[config.mk]
export PLATFORM = sky130hd
export DESIGN_NAME = digit_chain_counter
export DESIGN_NICKNAME = d
export VERILOG_FILES = /design/src/rtl/digit_chain_counter.sv
export SDC_FILE = /design/constraint.sdc
export NUM_CORES = 1
export LEC_CHECK = 0
export BUFFER_PORTS_ARGS = -buffer_cell sky130_fd_sc_hd__buf_2
export CAP_MARGIN = 20
export CELL_PAD_IN_SITES_DETAIL_PLACEMENT = 0
export CELL_PAD_IN_SITES_GLOBAL_PLACEMENT = 1
export CORE_ASPECT_RATIO = 0.75
export CORE_UTILIZATION = 37
export DETAILED_ROUTE_END_ITERATION = 12
export PLACE_DENSITY = 0.89
export SYNTH_ARGS = -nofsm -noshare
export SYNTH_HDL_FRONTEND = slang
export SYNTH_SLANG_ARGS = --single-unit
[constraint.sdc]
create_clock -name clk -period 2.06 [get_ports clk]
set_clock_uncertainty 0.05 [all_clocks]
set_input_delay 0.206 -clock clk [delete_from_list [all_inputs] [get_ports clk]]
set_output_delay 0.206 -clock clk [all_outputs]
set_load 0.1 [all_outputs]
[src/rtl/digit_chain_counter.sv]
// Multi-digit up/down modulo counter with clamped parallel load and a registered wrap pulse.
// Define SATURATE_EN to make down counting stop at zero and raise a registered done flag.
module digit_chain_counter #(
  parameter int NDIG    = 2,
  parameter int W       = 4,
  parameter int BASE    = 10,
  parameter int TOP_MOD = 6
) (
  input  logic              clk,
  input  logic              reset,
  input  logic              tick,
  input  logic              ctrl,
  input  logic              set,
  input  logic [NDIG*W-1:0] outsource,
  output logic [NDIG*W-1:0] count,
  output logic              carry,
  output logic              zero,
  output logic              done
);

  // Only the most-significant digit uses TOP_MOD; W+1 bits holds a modulus of 2^W.
  function automatic logic [W:0] digit_mod(input int idx);
    return (idx == NDIG - 1) ? (W+1)'(TOP_MOD) : (W+1)'(BASE);
  endfunction

  logic [NDIG*W-1:0] count_q, count_d;
  logic [NDIG*W-1:0] up_next, dn_next, load_val;
  logic              carry_q, carry_d;
  logic              at_max, at_zero;
  logic              ripple_up, ripple_dn;
  logic [W:0]        cur, md, ld;

  always_comb begin
    up_next   = count_q;
    dn_next   = count_q;
    load_val  = '0;
    at_max    = 1'b1;
    at_zero   = 1'b1;
    ripple_up = 1'b1;
    ripple_dn = 1'b1;
    cur       = '0;
    md        = '0;
    ld        = '0;
    for (int i = 0; i < NDIG; i++) begin
      cur = {1'b0, count_q[i*W +: W]};
      md  = digit_mod(i);
      ld  = {1'b0, outsource[i*W +: W]};
      if (ld >= md) begin
        ld = md - 1'b1;
      end
      load_val[i*W +: W] = ld[W-1:0];

      // A digit steps only when every lower digit is at its rollover value.
      if (ripple_up) begin
        up_next[i*W +: W] = (cur == md - 1'b1) ? '0 : W'(cur + 1'b1);
      end
      if (ripple_dn) begin
        dn_next[i*W +: W] = (cur == '0) ? W'(md - 1'b1) : W'(cur - 1'b1);
      end
      ripple_up = ripple_up && (cur == md - 1'b1);
      ripple_dn = ripple_dn && (cur == '0);

      if (cur != md - 1'b1) begin
        at_max = 1'b0;
      end
      if (cur != '0) begin
        at_zero = 1'b0;
      end
    end
  end

  always_comb begin
    count_d = count_q;
    carry_d = 1'b0;
    if (set) begin
      count_d = load_val;
    end else if (tick && !ctrl) begin
      count_d = up_next;
      carry_d = at_max;
    end else if (tick && ctrl) begin
`ifdef SATURATE_EN
      if (!at_zero) begin
        count_d = dn_next;
      end
`else
      count_d = dn_next;
      carry_d = at_zero;
`endif
    end
  end

  always_ff @(posedge clk or posedge reset) begin
    if (reset) begin
      count_q <= '0;
      carry_q <= 1'b0;
    end else begin
      count_q <= count_d;
      carry_q <= carry_d;
    end
  end

`ifdef SATURATE_EN
  logic done_q, done_d;

  // done marks arrival at zero by counting down; a hold at zero keeps its previous state.
  always_comb begin
    done_d = done_q;
    if (set) begin
      done_d = 1'b0;
    end else if (tick && !ctrl) begin
      done_d = 1'b0;
    end else if (tick && ctrl && !at_zero && (dn_next == '0)) begin
      done_d = 1'b1;
    end
  end

  always_ff @(posedge clk or posedge reset) begin
    if (reset) begin
      done_q <= 1'b0;
    end else begin
      done_q <= done_d;
    end
  end

  assign done = done_q;
`else
  assign done = 1'b0;
`endif

  assign count = count_q;
  assign carry = carry_q;
  assign zero  = (count_q == '0);

endmodule

== Yosys cells after proc, flatten, opt, wreduce, memory -nomap -nowiden ==
Index checks and enable logic that the tools add are counted.

* Register bits after elaboration: 9
* Output and inout bits: 11

* $add $sub $neg: 4
* $lt $le $gt $ge: 2
* Eq/ne operators: 5
* Mux-type cells: 18
* Reductions and logical operators: 11

{| class="wikitable"
|+ Operators by type and width
! operator !! number
|-
| $mux W4 || 8
|-
| $mux W8 || 3
|-
| $add A4 B1 Y4 const B || 2
|-
| $logic_not A4 Y1 || 2
|-
| $logic_not A8 Y1 || 1
|-
| $reduce_bool A4 Y1 || 2
|-
| $sub A4 B1 Y4 const B || 2
|-
| $mux W1 || 7
|-
| $reduce_bool A3 Y1 || 2
|-
| $eq A4 B3 Y1 const B || 1
|-
| $eq A4 B4 Y1 const B || 1
|-
| $ge A4 B3 Y1 const B || 1
|-
| $ge A4 B4 Y1 const B || 1
|-
| $ne A4 B3 Y1 const B || 1
|-
| $ne A4 B4 Y1 const B || 1
|-
| $ne A3 B3 Y1 const B || 1
|-
| $reduce_and A3 Y1 || 1
|-
| $logic_and A1 B1 Y1 || 2
|-
| $logic_not A1 Y1 || 1
|}

== Depth between registers and ports, before layout ==
* Word-level depth: 6
* Depth in mapped cells: 7

== Worst setup path before layout ==
No wires, ideal clock.

* Path type: reg-to-reg
* Start point: register count_q[1] (netlist: count[1])
* End point: register carry_q (netlist: carry)
* Library setup time: 0.074 ns
* Arrival: 2.474 ns
* Required time: 1.936 ns
* Setup slack: -0.537 ns
* Stages on the path, launching flop included: 6
* Period minus slack after synthesis: 2.597 ns
* Path through: dfrtp_1 clkbuf_1 nor4_1 and4_1 a21oi_1 nor2_1

* Cells in the longest elaborated chain, start to end: 6
* Elaborated cells on any way between the ends: 9
* Those cells by class: eq/ne (1); mux (7); reduce/logical (1)

{| class="wikitable"
|+ Ends and longest elaborated chain
! item !! line !! source
|-
| start: declaration || 26 || <nowiki>logic [NDIG*W-1:0] count_q, count_d;</nowiki>
|-
| start signal: assignment || 97 || <nowiki>count_q <= count_d;</nowiki>
|-
| $reduce_bool A4 Y1 || 66 || <nowiki>if (cur != '0) begin</nowiki>
|-
| $mux W1 (2 in a row) || 66 ||
|-
| $mux W1 || 80 || <nowiki>end else if (tick && ctrl) begin</nowiki>
|-
| $mux W1 * || 77 || <nowiki>end else if (tick && !ctrl) begin</nowiki>
|-
| $mux W1 * || 75 || <nowiki>if (set) begin</nowiki>
|-
| net carry_d || 28 || <nowiki>logic carry_q, carry_d;</nowiki>
|-
| end signal: assignment || 98 || <nowiki>carry_q <= carry_d;</nowiki>
|-
| end: declaration || 28 ||
|}

The timed path passes the listed nets; every way through them passes the cells marked *.
A chain may end at the register's enable or synchronous reset.

== Worst setup path in the final report ==
* Start point: register count_q[1] (netlist: count[1])
* End point: output zero

* Cells in the longest elaborated chain, start to end: 1

{| class="wikitable"
|+ Ends and longest elaborated chain
! item !! line !! source
|-
| $logic_not A8 Y1 || 132 || <nowiki>assign zero = (count_q == '0);</nowiki>
|-
| end: declaration || 17 || <nowiki>output logic zero,</nowiki>
|}

No other way between the ends.

==> out/metrics.yaml <==
status:
  status: "finished, final reports clean"
floorplan:
  rows: 14
  fp.dieH_um: 44.5
  core_mm2: 0.00214
  initial_core_util_pct: 41.6
  die_w_um: 58.6
  io-pin-count: 24
  die_area_mm2: 0.00261
setup_path:
  crit_path_top_delay_cell: "dfrtp_2"
  end_kind: "output pin"
  max_stage_delay_ns: 0.49
  crit_fanout: 13
  path_buf_inv: 1
  crit_path_start_kind: "flip-flop"
  cpLargestDelayFamily: "simple AND/OR/NAND/NOR gates"
  worstSetupPathType: "flip-flop to output pin"
  arrival_ns: 1.62
  worstPathRequired_ns: 1.80
  path_cells: "nor4_1, and4_4, buf_12"
clock_network:
  post_cts_resized: 0
  cts_max_level: 1
  cts.path.max_buffers: 2
  cts_setup_buffers: 0
  clk_pin_slew_ns: 0.07
  clock_sinks: 9
  insertion_delay_ns: 0.27
  root_buffer: "clkbuf_4"
  cts_buffers: 3
  cts_tree: "yes"
placement:
  io_buffers: 22
  dp.final_hpwl_mm: 1.52
  gp_congestion: 0.814
  placed_cells: 159
timing:
  fin_crit_sh_pct: 91.0
  max_freq_mhz: 533
  fin_hold_ws_ns: 0.110
  tns_ns: 0
  slew_violations: 0
  setup_violations: 0
  min_period_ns: 1.88
  hold_violations: 0
  rsz0062_at_grt: "no"
yosys:
  synth.largest_area_cell: "dfrtp_1"
  synth.area.top_cells: "dfrtp_1 25%, o21ai_0 6.2%, nor2_1 5.5%, a21oi_1 3.9%, nand2_1 3.4%"
  netlist_area_um2: 890
  seq_area_frac_synth_pct: 25.3
  synth_top_area_share_pct: 25.3
  netlist_instances: 116
  synth_nets: 129
  synth_seq_cells: 9
  syn_area_per_cell_um2: 7.67
  synth_cell_type_count: 45
  ys_warn_count: 0
global_routing:
  grt_pass1_wl_mm: 3.71
  grt_pass1_vias: 783
  grt_max_degree: 23
  grt_usage_pct: 19.2
  grt_overflow: 0
  antenna_found_initial: 0
finish:
  fill_cells: 222
  syn_to_final_growth_pct: 16.9
  num-nets-final: 146
  fin_cells: 164
  drive_gt1_share_pct: 28.0
  antenna_cells: 0
routing:
  routed-via-count: 909
  drc: 0
  ant_nets: 0
  routed_via_density: 5.54
  wl_per_cell_um: 13.4
  dr.pass1.iters: 4
  wl_mm: 2.19
  drt_iter0_drc: 36
power:
  p_leak_nw: 0.433
  ir_worst_vdd_uv: 275
  p_per_area_mw_per_mm2: 780
worst_hold_path:
  min_path_type: "input pin to flip-flop"
run:
  maxCapViolCount: 0
## through the flow
step	total power, W	util, %	cell area, um^2	worst slack [ns]
6_report	0.000811	48.7	1040	0.185
2_1_floorplan	0.000594	-	897	-0.0115
4_1_cts	0.000812	48.7	1040	0.191
3_5_place_dp	0.000659	47.0	1000	0.423
5_1_grt	0.000855	48.7	1040	0.0729
3_3_place_gp	0.000656	47.0	1000	0.442
## cells in the mapped netlist
library cell	number
a31oi_1	2
nand2b_1	3
a41oi_1	1
nand3_1	5
dfrtp_1	9
a21boi_1	1
and4bb_2	1
or4_1	1
nor2_1	13
o21a_1	1
o21ai_4	1
o31ai_1	1
and3b_1	1
o2bb2a_4	1
xnor2_1	3
o31a_1	1
nor4bb_1	2
buf_2	2
o221ai_1	1
nor4_1	2
a221o_1	1
a211o_1	1
buf_6	2
nand2_1	8
a211oi_1	3
o311ai_2	1
inv_1	4
o22ai_1	1
and4_1	1
buf_4	1
a22oi_1	2
o21ai_0	11
and2_1	1
clkbuf_1	7
and2b_4	1
or2_2	1
nand3b_1	2
nor3b_1	3
a221oi_1	1
or3_1	1
a21o_1	1
nor3_1	1
a21oi_1	7
conb_1	1
and3_1	1
## worst register-to-register path, delay by kind of cell, from the launching register on
family	cells	cell delay [ns]
simple gates	2	0.64
flops	1	0.50
compound gates	3	0.33
## sequential cells by signal (all words and copies together), names as in the netlist
name and count:
count 8, carry 1
## logic make-up after synthesis
| family | synth area share, % |
|---|---|
| flip-flops | 25.3 |
| other | 0.422 |
| XOR/XNOR | 2.95 |
| AND/OR/NAND/NOR | 30.4 |
| AO/OA/AOI/OAI | 31.8 |
| buffers and inverters | 9.14 |
## power breakdown
group | internal [W] | leakage [nW] | switching, W
registers | 0.000200 | 0.106 | 0.0000570
logic | 0.000120 | 0.311 | 0.000285
clock network | 0.0000752 | 0.0150 | 0.0000731
total | 0.000395 | 0.433 | 0.000416
## layer usage
layer | vias up | track usage, % | part of all wire, %
met3 | 4 | 5.56 | 7.0
met2 | 39 | 26.4 | 41
met1 | 410 | 28.1 | 51
met4 | 0 | 7.14 | 1.4
li1 | 456 | - | -
met5 | - | 0 | 0
## repair_timing
| item | 4_1_cts | 5_1_grt |
|---|---|---|
| hold buffers | 1 | 0 |
| endpoints found under the setup margin | 0 | 0 |
| endpoints found under the hold margin | 9 | 0 |
## placed cells by master, fill, tap and decap left out, types with 2 or more instances in the layout
cell type | Yosys | routed
a211oi_1 | 3 | 3
a21oi_1 | 7 | 7
a22oi_1 | 2 | 2
a31oi_1 | 2 | 2
buf_2 | 2 | 21
clkbuf_4 | 0 | 3
dfrtp_1 | 9 | 5
dfrtp_2 | 0 | 4
inv_1 | 4 | 4
nand2_1 | 8 | 8
nand2b_1 | 3 | 3
nand3_1 | 5 | 5
nand3b_1 | 2 | 2
nor2_1 | 13 | 13
nor3b_1 | 3 | 3
nor4_1 | 2 | 2
nor4bb_1 | 2 | 2
o21ai_0 | 11 | 11
xnor2_1 | 3 | 3
## path summary, 6_finish.rpt
check                                end  depth (start not counted)         start  slack [ns]
worst min register to register  count[7]                          1      count[7]        0.54
worst max-delay path                zero                          3      count[1]        0.18
worst min-delay path            count[0]                          3  outsource[0]        0.11
max in group asynchronous       count[1]                          3         reset        1.26
min in group asynchronous       count[6]                          3         reset        0.40
worst max register to register  count[5]                          5      count[2]        0.41
## cell type report
cell class | instances | area (um^2) | area share [%]
multi-input cells | 91 | 586 | 56.3
flip-flops and latches | 9 | 230 | 22.1
well taps | 32 | 40.0 | 3.85
inverters | 4 | 15.0 | 1.44
clock buffers | 4 | 26.3 | 2.53
repair buffers | 24 | 143 | 13.7
Power figures use the tool's default switching activity.
